--- config.mk ---
export PLATFORM = sky130hd
export DESIGN_NAME = prefetch_unit_flat
export DESIGN_NICKNAME = d
export VERILOG_FILES = /design/src/rtl/prefetch_pkg.sv /design/src/rtl/prefetch_if.sv /design/src/rtl/prefetch_fifo.sv /design/src/rtl/prefetch_unit.sv /design/src/flat_wrapper.sv
export SDC_FILE = /design/constraint.sdc
export NUM_CORES = 1
export LEC_CHECK = 0
export ABC_AREA = 0
export BUFFER_PORTS_ARGS = -buffer_cell sky130_fd_sc_hd__buf_2
export CAP_MARGIN = 20
export CORE_ASPECT_RATIO = 1.5
export CORE_MARGIN = 4
export CORE_UTILIZATION = 40
export DETAILED_ROUTE_END_ITERATION = 7
export PLACE_DENSITY = 0.65
export SYNTH_ARGS = -nofsm -noshare
export SYNTH_HDL_FRONTEND = slang
export SYNTH_SLANG_ARGS = --single-unit
export TNS_END_PERCENT = 20
--- constraint.sdc ---
create_clock -name clk -period 3.9 [get_ports clk]
set_clock_uncertainty 0.2 [all_clocks]
set_input_delay 0.585 -clock clk [delete_from_list [all_inputs] [get_ports clk]]
set_output_delay 0.585 -clock clk [all_outputs]
set_load 0.01 [all_outputs]
--- src/rtl/prefetch_pkg.sv ---
// Shared types and constants for the instruction prefetch stage.
package prefetch_pkg;

   typedef enum logic [1:0] {
      StIdle,
      StWait,
      StDrop
   } state_t;

   typedef struct packed {
      logic [31:0] inst;
      logic [31:0] pc;
   } entry_t;

   localparam logic [31:0] NOP_INST = 32'h0000_0013;

endpackage

--- src/rtl/prefetch_if.sv ---
// Instruction-memory, redirect and decode-side signals of the prefetch stage.
interface prefetch_if #(
   parameter int unsigned DEPTH = 4
) ();

   logic                     imem_req;
   logic [31:0]              imem_addr;
   logic                     imem_ack;
   logic [31:0]              imem_rdata;
   logic                     redirect;
   logic [31:0]              redirect_pc;
   logic                     out_valid;
   logic                     out_ready;
   logic [31:0]              out_inst;
   logic [31:0]              out_pc;
   logic [$clog2(DEPTH):0]   count;

   modport master (
      output imem_req, imem_addr, out_valid, out_inst, out_pc, count,
      input  imem_ack, imem_rdata, redirect, redirect_pc, out_ready
   );

   modport slave (
      input  imem_req, imem_addr, out_valid, out_inst, out_pc, count,
      output imem_ack, imem_rdata, redirect, redirect_pc, out_ready
   );

endinterface

--- src/rtl/prefetch_fifo.sv ---
// Synchronous FIFO of {inst, pc} entries with flush; DEPTH must be a power of two.
module prefetch_fifo
   import prefetch_pkg::*;
#(
   parameter int unsigned DEPTH = 4
) (
   input  logic                   clk,
   input  logic                   rst,
   input  logic                   push,
   input  logic                   pop,
   input  logic                   flush,
   input  entry_t                 wdata,
   output entry_t                 rdata,
   output logic                   empty,
   output logic [$clog2(DEPTH):0] count
);

   localparam int unsigned AW = $clog2(DEPTH);

   entry_t            mem [DEPTH];
   logic   [AW-1:0]   wptr;
   logic   [AW-1:0]   rptr;

   always_ff @(posedge clk or negedge rst) begin
      if (!rst) begin
         wptr  <= '0;
         rptr  <= '0;
         count <= '0;
      end else if (flush) begin
         wptr  <= '0;
         rptr  <= '0;
         count <= '0;
      end else begin
         if (push) wptr <= wptr + AW'(1);
         if (pop)  rptr <= rptr + AW'(1);
         if (push && !pop)      count <= count + 1'b1;
         else if (pop && !push) count <= count - 1'b1;
      end
   end

   always_ff @(posedge clk) begin
      if (push && !flush) mem[wptr] <= wdata;
   end

   assign rdata = mem[rptr];
   assign empty = (count == '0);

endmodule

--- src/rtl/prefetch_unit.sv ---
// Instruction prefetch stage: one outstanding imem request, FIFO toward decode, redirect flush.
// Optional same-cycle ack-to-decode bypass is enabled by defining PREFETCH_BYPASS_EN.
module prefetch_unit
   import prefetch_pkg::*;
#(
   parameter int unsigned DEPTH    = 4,
   parameter logic [31:0] RESET_PC = 32'h0
) (
   input logic        clk,
   input logic        rst,
   prefetch_if.master bus
);

   localparam int unsigned CW = $clog2(DEPTH) + 1;

   state_t          state;
   logic   [31:0]   fetch_pc;
   logic   [31:0]   inflight_pc;
   entry_t          head;
   entry_t          wentry;
   logic            fifo_empty;
   logic   [CW-1:0] fifo_count;
   logic   [CW-1:0] post_occ;
   logic            ack_ok;
   logic            bypass;
   logic            push;
   logic            pop;
   logic            req_ok;

   assign ack_ok = (state == StWait) && bus.imem_ack && !bus.redirect;

`ifdef PREFETCH_BYPASS_EN
   assign bypass = ack_ok && fifo_empty;
`else
   assign bypass = 1'b0;
`endif

   assign pop      = !fifo_empty && bus.out_ready && !bus.redirect;
   assign push     = ack_ok && !(bypass && bus.out_ready);
   assign post_occ = fifo_count + CW'(push) - CW'(pop);

   // A free slot must remain after this cycle so the next word can always land.
   assign req_ok = !bus.redirect
                   && ((state == StIdle) || ((state == StWait) && bus.imem_ack))
                   && (post_occ < CW'(DEPTH));

   assign bus.imem_req  = rst && req_ok;
   assign bus.imem_addr = fetch_pc;
   assign bus.count     = fifo_count;
   assign wentry        = '{inst: bus.imem_rdata, pc: inflight_pc};

   // fetch_pc already points at the next word, so back-to-back requests need no adder on the bus.
   always_ff @(posedge clk or negedge rst) begin
      if (!rst) begin
         state       <= StIdle;
         fetch_pc    <= RESET_PC;
         inflight_pc <= RESET_PC;
      end else if (bus.redirect) begin
         fetch_pc <= bus.redirect_pc;
         state    <= ((state != StIdle) && !bus.imem_ack) ? StDrop : StIdle;
      end else if (req_ok) begin
         fetch_pc    <= fetch_pc + 32'd4;
         inflight_pc <= fetch_pc;
         state       <= StWait;
      end else begin
         unique case (state)
            StWait:  if (bus.imem_ack) state <= StIdle;
            StDrop:  if (bus.imem_ack) state <= StIdle;
            default: state <= StIdle;
         endcase
      end
   end

   always_comb begin
      bus.out_valid = !fifo_empty || bypass;
      bus.out_inst  = '0;
      bus.out_pc    = '0;
      if (!fifo_empty) begin
         bus.out_inst = head.inst;
         bus.out_pc   = head.pc;
      end else if (bypass) begin
         bus.out_inst = bus.imem_rdata;
         bus.out_pc   = inflight_pc;
      end
   end

   prefetch_fifo #(
      .DEPTH(DEPTH)
   ) u_fifo (
      .clk   (clk),
      .rst   (rst),
      .push  (push),
      .pop   (pop),
      .flush (bus.redirect),
      .wdata (wentry),
      .rdata (head),
      .empty (fifo_empty),
      .count (fifo_count)
   );

endmodule

--- src/flat_wrapper.sv ---
// flat-port wrapper written by rule: the top's interface ports become plain ports
module prefetch_unit_flat import prefetch_pkg::*;
#(
   parameter int unsigned DEPTH    = 4,
   parameter logic [31:0] RESET_PC = 32'h0
)
  (clk, rst, bus_imem_req, bus_imem_addr, bus_out_valid, bus_out_inst, bus_out_pc, bus_count, bus_imem_ack, bus_imem_rdata, bus_redirect, bus_redirect_pc, bus_out_ready);
  prefetch_if #(.DEPTH(DEPTH)) bus_i ();
  input logic clk;
  input logic rst;
  output wire logic [$bits(bus_i.imem_req)-1:0] bus_imem_req;
  output wire logic [$bits(bus_i.imem_addr)-1:0] bus_imem_addr;
  output wire logic [$bits(bus_i.out_valid)-1:0] bus_out_valid;
  output wire logic [$bits(bus_i.out_inst)-1:0] bus_out_inst;
  output wire logic [$bits(bus_i.out_pc)-1:0] bus_out_pc;
  output wire logic [$bits(bus_i.count)-1:0] bus_count;
  input wire logic [$bits(bus_i.imem_ack)-1:0] bus_imem_ack;
  input wire logic [$bits(bus_i.imem_rdata)-1:0] bus_imem_rdata;
  input wire logic [$bits(bus_i.redirect)-1:0] bus_redirect;
  input wire logic [$bits(bus_i.redirect_pc)-1:0] bus_redirect_pc;
  input wire logic [$bits(bus_i.out_ready)-1:0] bus_out_ready;
  assign bus_imem_req = bus_i.imem_req;
  assign bus_imem_addr = bus_i.imem_addr;
  assign bus_out_valid = bus_i.out_valid;
  assign bus_out_inst = bus_i.out_inst;
  assign bus_out_pc = bus_i.out_pc;
  assign bus_count = bus_i.count;
  assign bus_i.imem_ack = bus_imem_ack;
  assign bus_i.imem_rdata = bus_imem_rdata;
  assign bus_i.redirect = bus_redirect;
  assign bus_i.redirect_pc = bus_redirect_pc;
  assign bus_i.out_ready = bus_out_ready;
  prefetch_unit #(.DEPTH(DEPTH), .RESET_PC(RESET_PC)) u_core (.clk(clk), .rst(rst), .bus(bus_i));
endmodule
* Word level (Yosys, flattened, before mapping)
Memory sizes are Yosys's and may differ from the RTL's.
Index checks and enable logic that the tools add are counted.
** Operators by class
- $add $sub $neg :: 7
- $lt $le $gt $ge :: 1
- Equal/unequal tests :: 3
- Mux-type cells :: 18
- Bitwise logic cells :: 1
- Reduce and logical (&&, ||, !) cells :: 26
** Operators by type and width (number)
- $mux 32 :: 4
- $add 32x3->32 const B :: 1
- $mux 2 :: 9
- $logic_and 1x1->1 :: 11
- $mux 3 :: 3
- $reduce_bool 2->1 :: 4
- $logic_not 1->1 :: 5
- $add 2x1->2 const B :: 2
- $ne 4x1->1 const B :: 1
- $add 3x1->3 :: 1
- $add 3x1->3 const B :: 1
- $logic_not 3->1 :: 1
- $lt 3x3->1 const B :: 1
- $reduce_bool 3->1 :: 1
- $sub 3x1->3 :: 1
- $sub 3x1->3 const B :: 1
- $eq 2x1->1 const B :: 1
- $eq 2x2->1 const B :: 1
- $logic_not 2->1 :: 1
- $mux 1 :: 2
- $reduce_and 2->1 :: 1
- $reduce_or 2->1 :: 1
- $logic_or 1x1->1 :: 1
- $not 1->1 :: 1
** Word-level totals
- Flip-flop bits (word level) :: 73
- RAM bits :: 256
- Bits of input ports :: 69
- Output and inout bits :: 101
- Logic and storage cells :: 63
- Memories :: 1
** Memory list
- u_core.u_fifo.mem :: words 4, width 64, rd ports 1, clocked after Yosys merged registers in 0, write ports 1, RTL line prefetch_fifo.sv:20 : entry_t mem [DEPTH];

* Longest topological paths before layout
Gate-level depths: netlist (run 1).
- Word-level depth :: 9
- Depth in mapped cells :: 14
- Depth with buffers taken out :: 13

* Cells and area by module
A second synthesis (run 1) with hierarchy kept.
** Second synthesis, totals
- Cells, all modules :: 759
- Area, all modules :: 13430.4 sq um
** By module, submodules not included
- prefetch_fifo :: instances 1, cells an instance 378, area each 9666.8 sq um, sequential area each 7862.5 sq um
- prefetch_unit :: instances 1, cells an instance 381, area each 3763.6 sq um, sequential area each 1651.6 sq um

* Worst setup path after synthesis (run 1)
No wires, ideal clock.
- Path kind :: in2out
- From :: input port bus_redirect
- To :: output port bus_imem_req
- Arrival :: 3105 ps
- Required time :: 3115 ps
- Path slack :: 10 ps
- Stages on the path :: 14
- Path buffers :: 3
- Cell sequence :: clkbuf_1 -> inv_1 -> buf_1 -> nand3_1 -> inv_1 -> ha_1 -> inv_1 -> ha_1 -> and3b_2 -> nor4_4 -> nor2_4 -> nor2_4 -> buf_4 -> and2_1
** Between the ends
- Longest elaborated chain between the ends :: 7
- Elaborated cells between the ends (all ways) :: 9
- Classes of those cells :: add/sub (2); order compare (1); reduce/logical (6)
** Ends and longest elaborated chain
- start: declaration :: RTL line flat_wrapper.sv:19 : input wire logic [$bits(bus_i.redirect)-1:0] bus_redirect;
- $logic_not 1->1 (*) :: RTL line prefetch_unit.sv:30, prefetch_unit.sv:38, prefetch_unit.sv:43
- $logic_and 1x1->1 :: RTL line prefetch_unit.sv:30 : assign ack_ok = (state == StWait) && bus.imem_ack && !bus.redirect;
- $add 3x1->3 :: RTL line prefetch_unit.sv:40 : assign post_occ = fifo_count + CW'(push) - CW'(pop);
- $sub 3x1->3 :: RTL line prefetch_unit.sv:40
- $lt 3x3->1 :: RTL line prefetch_unit.sv:45 : && (post_occ < CW'(DEPTH));
- $logic_and 1x1->1 (*) :: RTL line prefetch_unit.sv:45
- $logic_and 1x1->1 (*) :: RTL line prefetch_unit.sv:47 : assign bus.imem_req = rst && req_ok;
- end: declaration :: RTL line flat_wrapper.sv:11 : output wire logic [$bits(bus_i.imem_req)-1:0] bus_imem_req;
Mark *: on every way between the ends. The rest lies on a longest branch, timed or not.

* Worst setup path after layout (run 1)
- From :: register u_core.u_fifo.count[0]
- To :: output port bus_imem_req
** Between the ends
- Longest elaborated chain between the ends :: 8
- Elaborated cells between the ends (all ways) :: 9
- Classes of those cells :: add/sub (2); order compare (1); reduce/logical (6)
** Ends and longest elaborated chain
- start: declaration :: RTL line prefetch_fifo.sv:15 : output logic [$clog2(DEPTH):0] count
- start signal: assignment :: RTL line prefetch_fifo.sv:36 : if (push && !pop) count <= count + 1'b1;
- start signal: assignment :: RTL line prefetch_fifo.sv:37 : else if (pop && !push) count <= count - 1'b1;
- branches (longest 4 deep; another with $add 3x1->3)
- $sub 3x1->3 (*) :: RTL line prefetch_unit.sv:40
- $lt 3x3->1 (*) :: RTL line prefetch_unit.sv:45
- $logic_and 1x1->1 (*) :: RTL line prefetch_unit.sv:45
- $logic_and 1x1->1 (*) :: RTL line prefetch_unit.sv:47
Every way passes the cells marked *.

==> results of run 1 <==
## kinds of logic after synthesis
logic type	Yosys count	share of synthesized area
XOR/XNOR	25	0.01641
AO/OA/AOI/OAI	67	0.03263
flip-flops	329	0.7131
multiplexers	100	0.1383
AND/OR/NAND/NOR	167	0.07390
adder cells (fa/ha/maj)	11	0.01088
buffers and inverters	47	0.01472
## worst reg2reg max path, stage by stage (launching register included)
cell and delay [ps]:
dfrtp_1 400, or3_4 380, nand3_2 90, inv_1 40, ha_1 220, inv_1 70
ha_1 210, and3b_2 230, nor4_4 210, buf_4 270, o2111ai_2 240, or3_1 410
a31oi_1 170
## per-layer routing
layer	share of wire	global-route usage	up-vias	wire (um)
li1	-	-	3292	-
met1	0.40	0.1991	3703	11380
met2	0.53	0.2767	205	15120
met3	0.049	0.02429	49	1396
met4	0.025	0.04547	0	723
met5	0	0	-	0
## power breakdown
group	switching (uW)	internal, uW
logic	1160	1090
clock network	1270	1860
registers	392	4310
## layout by cell type, fill, tap and decap left out, types with 6 or more instances in the layout
cell type    n
edfxtp_1   256
xor2_1      16
nor2_1      17
ha_1         9
o211ai_1     7
dfrtp_1     71
o21ai_0     30
clkbuf_16   31
and2_1      69
nand4_1      6
mux4_2      64
nand3_1      9
inv_1       12
buf_2      168
buf_4       17
xnor2_1      9
or3_1        8
nand2_1     30
mux2_2      30
a31oi_1      8
## worst paths after layout
kind / from / to / slack (ps) / cells after the start
min in group asynchronous: rst / u_core.inflight_pc[15] / 220 / 2
setup reg to reg: u_core.u_fifo.count[0] / u_core.bus.imem_addr[31] / 680 / 12
hold reg to reg: u_core.inflight_pc[24] / u_core.u_fifo.mem[1][24] / 320 / 0
hold / removal: bus_redirect_pc[18] / u_core.bus.imem_addr[18] / 40 / 3
max in group asynchronous: rst / u_core.u_fifo.rptr[1] / 2150 / 3
setup / recovery: u_core.u_fifo.count[0] / bus_imem_req / 170 / 12
## synthesized netlist by cell type, types with 3 or more instances
master,n
edfxtp_1,256
and2_1,73
dfrtp_1,73
mux4_2,64
mux2_2,30
nand2_1,30
o21ai_0,30
nor2_1,18
clkbuf_1,17
xor2_1,16
inv_1,13
ha_1,10
nand3_1,10
or3_1,9
xnor2_1,9
a31oi_1,8
buf_1,7
buf_2,7
o211ai_1,7
nand4_1,6
a21oi_1,5
mux2_1,5
o2111ai_1,5
and4_1,4
buf_4,3
## stage by stage
stage                     worst slack (ps)  utilization  total power (uW)
after detailed placement             463.6       0.4517              7056
after global placement               498.0       0.4517              6990
after global routing                 20.06       0.4871             10580
after CTS                            3.604       0.4863             10210
final                                168.0       0.4871             10070
after floorplan                      9.651            -              6125
## sequential cells by signal (all words and copies together) (netlist names)
signal                count
u_core.inflight_pc       32
u_core.bus.imem_addr     32
u_core.u_fifo.count       3
u_core.state              2
u_core.u_fifo.wptr        2
u_core.u_fifo.rptr        2
u_core.u_fifo.mem       256
## cell type report
class | count | area, um^2
Clock buffer | 39 | 835.8
Clock inverter | 19 | 245.2
Fill cell | 2803 | 16790
Inverter | 13 | 48.80
Multi-Input combinational cell | 370 | 3666
Sequential cell | 329 | 9522
Tap cell | 415 | 519.2
Timing Repair Buffer | 194 | 1109
## timing repair
item | in CTS | in global routing
endpoints found under the hold margin | 17 | 0
pin swaps | 1 | 0
setup endpoints to repair | 1 | 1
setup buffers | 1 | 1
hold buffers | 4 | 0
resized for setup | 1 | 5
==> flow_summary.ini, run 1 <==
[run_status]
run_status = complete, no violations

[route]
wl_per_cell_um = 20.75
drtPass1Iterations = 4
detail_route.drc_violations = 0
routed_via_density = 5.257
routed-via-count = 7249
routed_wirelength_um = 28620
first_iter_violations = 417
detail-route-antenna-nets = 0

[final_layout]
area.growth.synth_to_final_pct = 19.52
instances_no_fill = 1379
layout-drive-gt1-share = 0.3734
nNetsFinal = 1019
antennaDiodeCount = 0
final_design_area_no_fill_mm2 = 0.01595

[yosys]
synth.ff_latch_count = 329
postSynth.topFlopCell = edfxtp_1
netlist.top_cell.by_area = edfxtp_1
yosysSeqAreaShare = 0.7131
synth_enable_flop_cells = 256
netlist-cell-type-count = 52
synth.yosys.warnings = 0
ys_async_sr_fraction = 0.2219
post_synth_inst_count = 746
synth_nets = 826
synth.cell_area_mm2 = 0.01334
synthesis.area_per_instance_um2 = 17.88
synth_top_area_share = 0.5762
post_synth_main_area_contributors = edfxtp_1 (58%), dfrtp_1 (14%), mux4_2 (11%)

[setup_path]
crit_path_start_kind = register
max_stage_delay_ps = 400
critical-path-slowest-cell = dfrtp_1
timing_worst_setup_path_type = register to output port
worstPathBufferInverterCount = 3
cp_data_arrival_time_ps = 2950
cp_top_family = simple AND/OR/NAND/NOR gates
worst_ep_required_time_ps = 3120
cp_cell_sequence = or3_4 -> nand3_2 -> inv_1 -> ha_1 -> inv_1 -> ha_1 -> and3b_2 -> o211a_2 -> nor2_4 -> nor2_4 -> and2_1 -> buf_2
critical_path_peak_fanout = 4
cp-end-kind = output port

[global_route]
initial_antenna_violation_count = 1
grt_pass1_vias = 7608
grt_remaining_overflow = 0
grt_max_degree = 68
global_route_wire_length_before_repair_um = 44090
gr-usage-all-layers = 0.1565

[die]
die_height_um = 231.7
design.core.area_mm2 = 0.03274
fp.dieW_um = 157.1
std_cell_rows = 81
ios = 170
start_util = 0.4076
floorplan_die_area_mm2 = 0.03640

[placed_design]
place.port_buffers = 169
place_congestion = 0.8056
detailed_place.area_mm2 = 0.01479
placed_cells = 1315
dpl.hpwl_um = 18070

[timing]
clock.fmax_mhz = 268.0
fin_crit_sh = 0.9569
timing_hold_violations_final = 0
timing.final.crit_period_ps = 3732
worst_pin_slew_ps = 795.0
setup_repair_after_global_routing_missed_its_margin = no
maxSlewHeadroom = 0.4700
timing.final.max_slew_violations = 0
hold_ws_ps = 36.83
finalSetupViolations = 0
setup-tns-final_ps = 0

[clock_tree]
cts_root_buf = clkbuf_16
htree_levels = 1
clock_buffer_depth = 3
worstSkewPairLatency_ps = 560
cts.sink_count = 329
tritoncts.num_buffers = 31
clock_transition_time_at_the_flip_flop_clock_pins_of_the_worst_setup_and_hold_paths_ps = 60
cts_tree = built

[hold_path]
worst_hold_path_type = primary input to register

[job]
drv_cap = 0

[power]
power-per-cell-area_mw_per_mm2 = 631.5
p_leak_uw = 0.005721
vdd.ir_drop.worst_mv = 0.3618
Power figures use the tool's default switching activity.
==> inputs of run 2 (changes only) <==
Settings changed: REMOVE_ABC_BUFFERS from default to 1.
==> run 2 against run 1 <==
Against the previous run:
- global-route usage grew 0.076 points
- maximum frequency is essentially flat
- largest cell class unchanged
- power decreased by 1.9%
- count of clock-buffer cells in the layout increased by 11
- clock power down 6.4%
- cell count down 0.36%
- wire length fell by 0.50%
- via count decreased by 1.4%
- worst hold slack lost 5.2 ps
- critical endpoint unchanged
- sequential cell count unchanged
==> flow_summary.ini, run 2 (synthesized netlist as in run 1, its figures left out) <==
[timing]
fin_crit_sh = 0.9577
timing.final.max_slew_violations = 0
finalSetupViolations = 0
maxSlewHeadroom = 0.3531
hold_ws_ps = 31.67
timing_hold_violations_final = 0
clock.fmax_mhz = 267.7
setup_repair_after_global_routing_missed_its_margin = no
worst_pin_slew_ps = 970.3
timing.final.crit_period_ps = 3735

[setup_path]
crit_path_start_kind = register
timing_worst_setup_path_type = register to output port
cp-end-kind = output port
worstReg2RegStart = u_core.u_fifo.count[1]
worst_ep_required_time_ps = 3120
critical-path-slowest-cell = or3_4
cp_data_arrival_time_ps = 2950
ff2ff_path_depth = 12
regToRegEndpoint = u_core.bus.imem_addr[10]
critical_path_peak_fanout = 3
max_stage_delay_ps = 390
ff2ff_setup_slack_ps = 620
cp_cell_sequence = or3_4 -> nand3_2 -> inv_1 -> ha_1 -> inv_1 -> ha_1 -> and3b_2 -> o211a_2 -> nor2_4 -> nor2_4 -> and2_1 -> buf_2

[clock_tree]
cts.sink_count = 329
tritoncts.num_buffers = 30
cts_tree = built
worstSkewPairLatency_ps = 560
clock_buffer_depth = 3
htree_levels = 1
cts_root_buf = clkbuf_16
clock_transition_time_at_the_flip_flop_clock_pins_of_the_worst_setup_and_hold_paths_ps = 60

[route]
detail_route.drc_violations = 0
routed-via-count = 7144
drtPass1Iterations = 4
first_iter_violations = 421
detail-route-antenna-nets = 0
routed_via_density = 5.199
routed_wirelength_um = 28480
wl_per_cell_um = 20.73

[placed_design]
placed_cells = 1314
detailed_place.area_mm2 = 0.01480
place.port_buffers = 169
dpl.hpwl_um = 18000
place_congestion = 0.8133

[hold_path]
min-delay-start = bus_redirect_pc[6]
worst_hold_path_type = primary input to register
hold_path_depth = 3
hold-path-endpoint = u_core.bus.imem_addr[6]

[final_layout]
layout-drive-gt1-share = 0.3702
mostFrequentLayoutCells = edfxtp_1 (256), buf_2 (168), dfrtp_1 (71)
area.growth.synth_to_final_pct = 18.89
instances_no_fill = 1374
largest_register_ff_count = 256
fin_util = 0.4845
final_common_cell = edfxtp_1
filler_cell_count = 2764
max_flop_register = u_core.u_fifo.mem
antennaDiodeCount = 0
final_design_area_no_fill_mm2 = 0.01586
nNetsFinal = 1015

[job]
drv_cap = 0

[die]
design.core.area_mm2 = 0.03274
fp.dieW_um = 157.1
std_cell_rows = 81
start_util = 0.4076
floorplan_die_area_mm2 = 0.03640
die_height_um = 231.7
ios = 170

[global_route]
grt_remaining_overflow = 0
grt_max_degree = 74
global_route_wire_length_before_repair_um = 44150
initial_antenna_violation_count = 0
grt_pass1_vias = 7587
gr-usage-all-layers = 0.1573

[power]
p_leak_uw = 0.005694
power-per-cell-area_mw_per_mm2 = 622.8
vdd.ir_drop.worst_mv = 0.5659
report.power.total_uw = 9879

[run_status]
run_status = complete, no violations
[run 2: critical path, delay by kind of cell, from the launching register on]
kind	cells	cell delay [ps]
compound gates	1	270
buf+inv	3	250
flops	1	380
simple gates	6	1050
fa+ha+maj	2	420
[run 2: repair_timing]
action,4_1_cts,5_1_grt
pin swaps,2,1
gates resized for setup,2,4
gates cloned,0,0
hold buffers,0,0
setup endpoints to repair,1,1
buffers inserted,4,0
[run 2: worst max path at each step]
| stage | start | end | cells past startpoint |
|---|---|---|---|
| finish | u_core.u_fifo.count[1] | bus_imem_req | 12 |
| global route | u_core.u_fifo.count[1] | bus_imem_req | 12 |
| CTS | u_core.state[1] | bus_imem_req | 14 |
| detailed placement | u_core.u_fifo.count[1] | u_core.bus.imem_addr[31] | 12 |
| global placement | u_core.u_fifo.count[1] | u_core.inflight_pc[13] | 12 |
| floorplan | u_core.u_fifo.count[1] | bus_imem_req | 11 |
[run 2: metrics by stage]
| stage | setup TNS [ps] | setup WS, ps |
|---|---|---|
| after global placement | 0 | 534.7 |
| after CTS | 0 | 18.70 |
| after global routing | 0 | 8.112 |
| final | 0 | 164.8 |
| after floorplan | -32570 | -682.2 |
| after detailed placement | 0 | 464.0 |
[run 2: report_power, final]
group | total (uW) | internal [uW] | switching [uW]
registers | 4700 | 4310 | 395
logic | 2260 | 1100 | 1150
clock network | 2920 | 1690 | 1230
total | 9880 | 7100 | 2780
[run 2: final cells by class]
class	instances	area [um^2]	area share
sequential	329	9522	0.6003
multi-input combinational	370	3669	0.2313
timing repair buffer	191	1101	0.06942
clock buffer	50	970.9	0.06121
tap	415	519.2	0.03274
inverter	13	48.80	0.003076
clock inverter	6	31.28	0.001972
[run 2: metal layers]
metal | GRT usage | vias to the layer above | part of all wire
met5 | 0 | - | 0
met4 | 0.04251 | 0 | 0.020
met3 | 0.02634 | 35 | 0.057
met2 | 0.2716 | 187 | 0.51
met1 | 0.2063 | 3652 | 0.41
li1 | - | 3270 | -
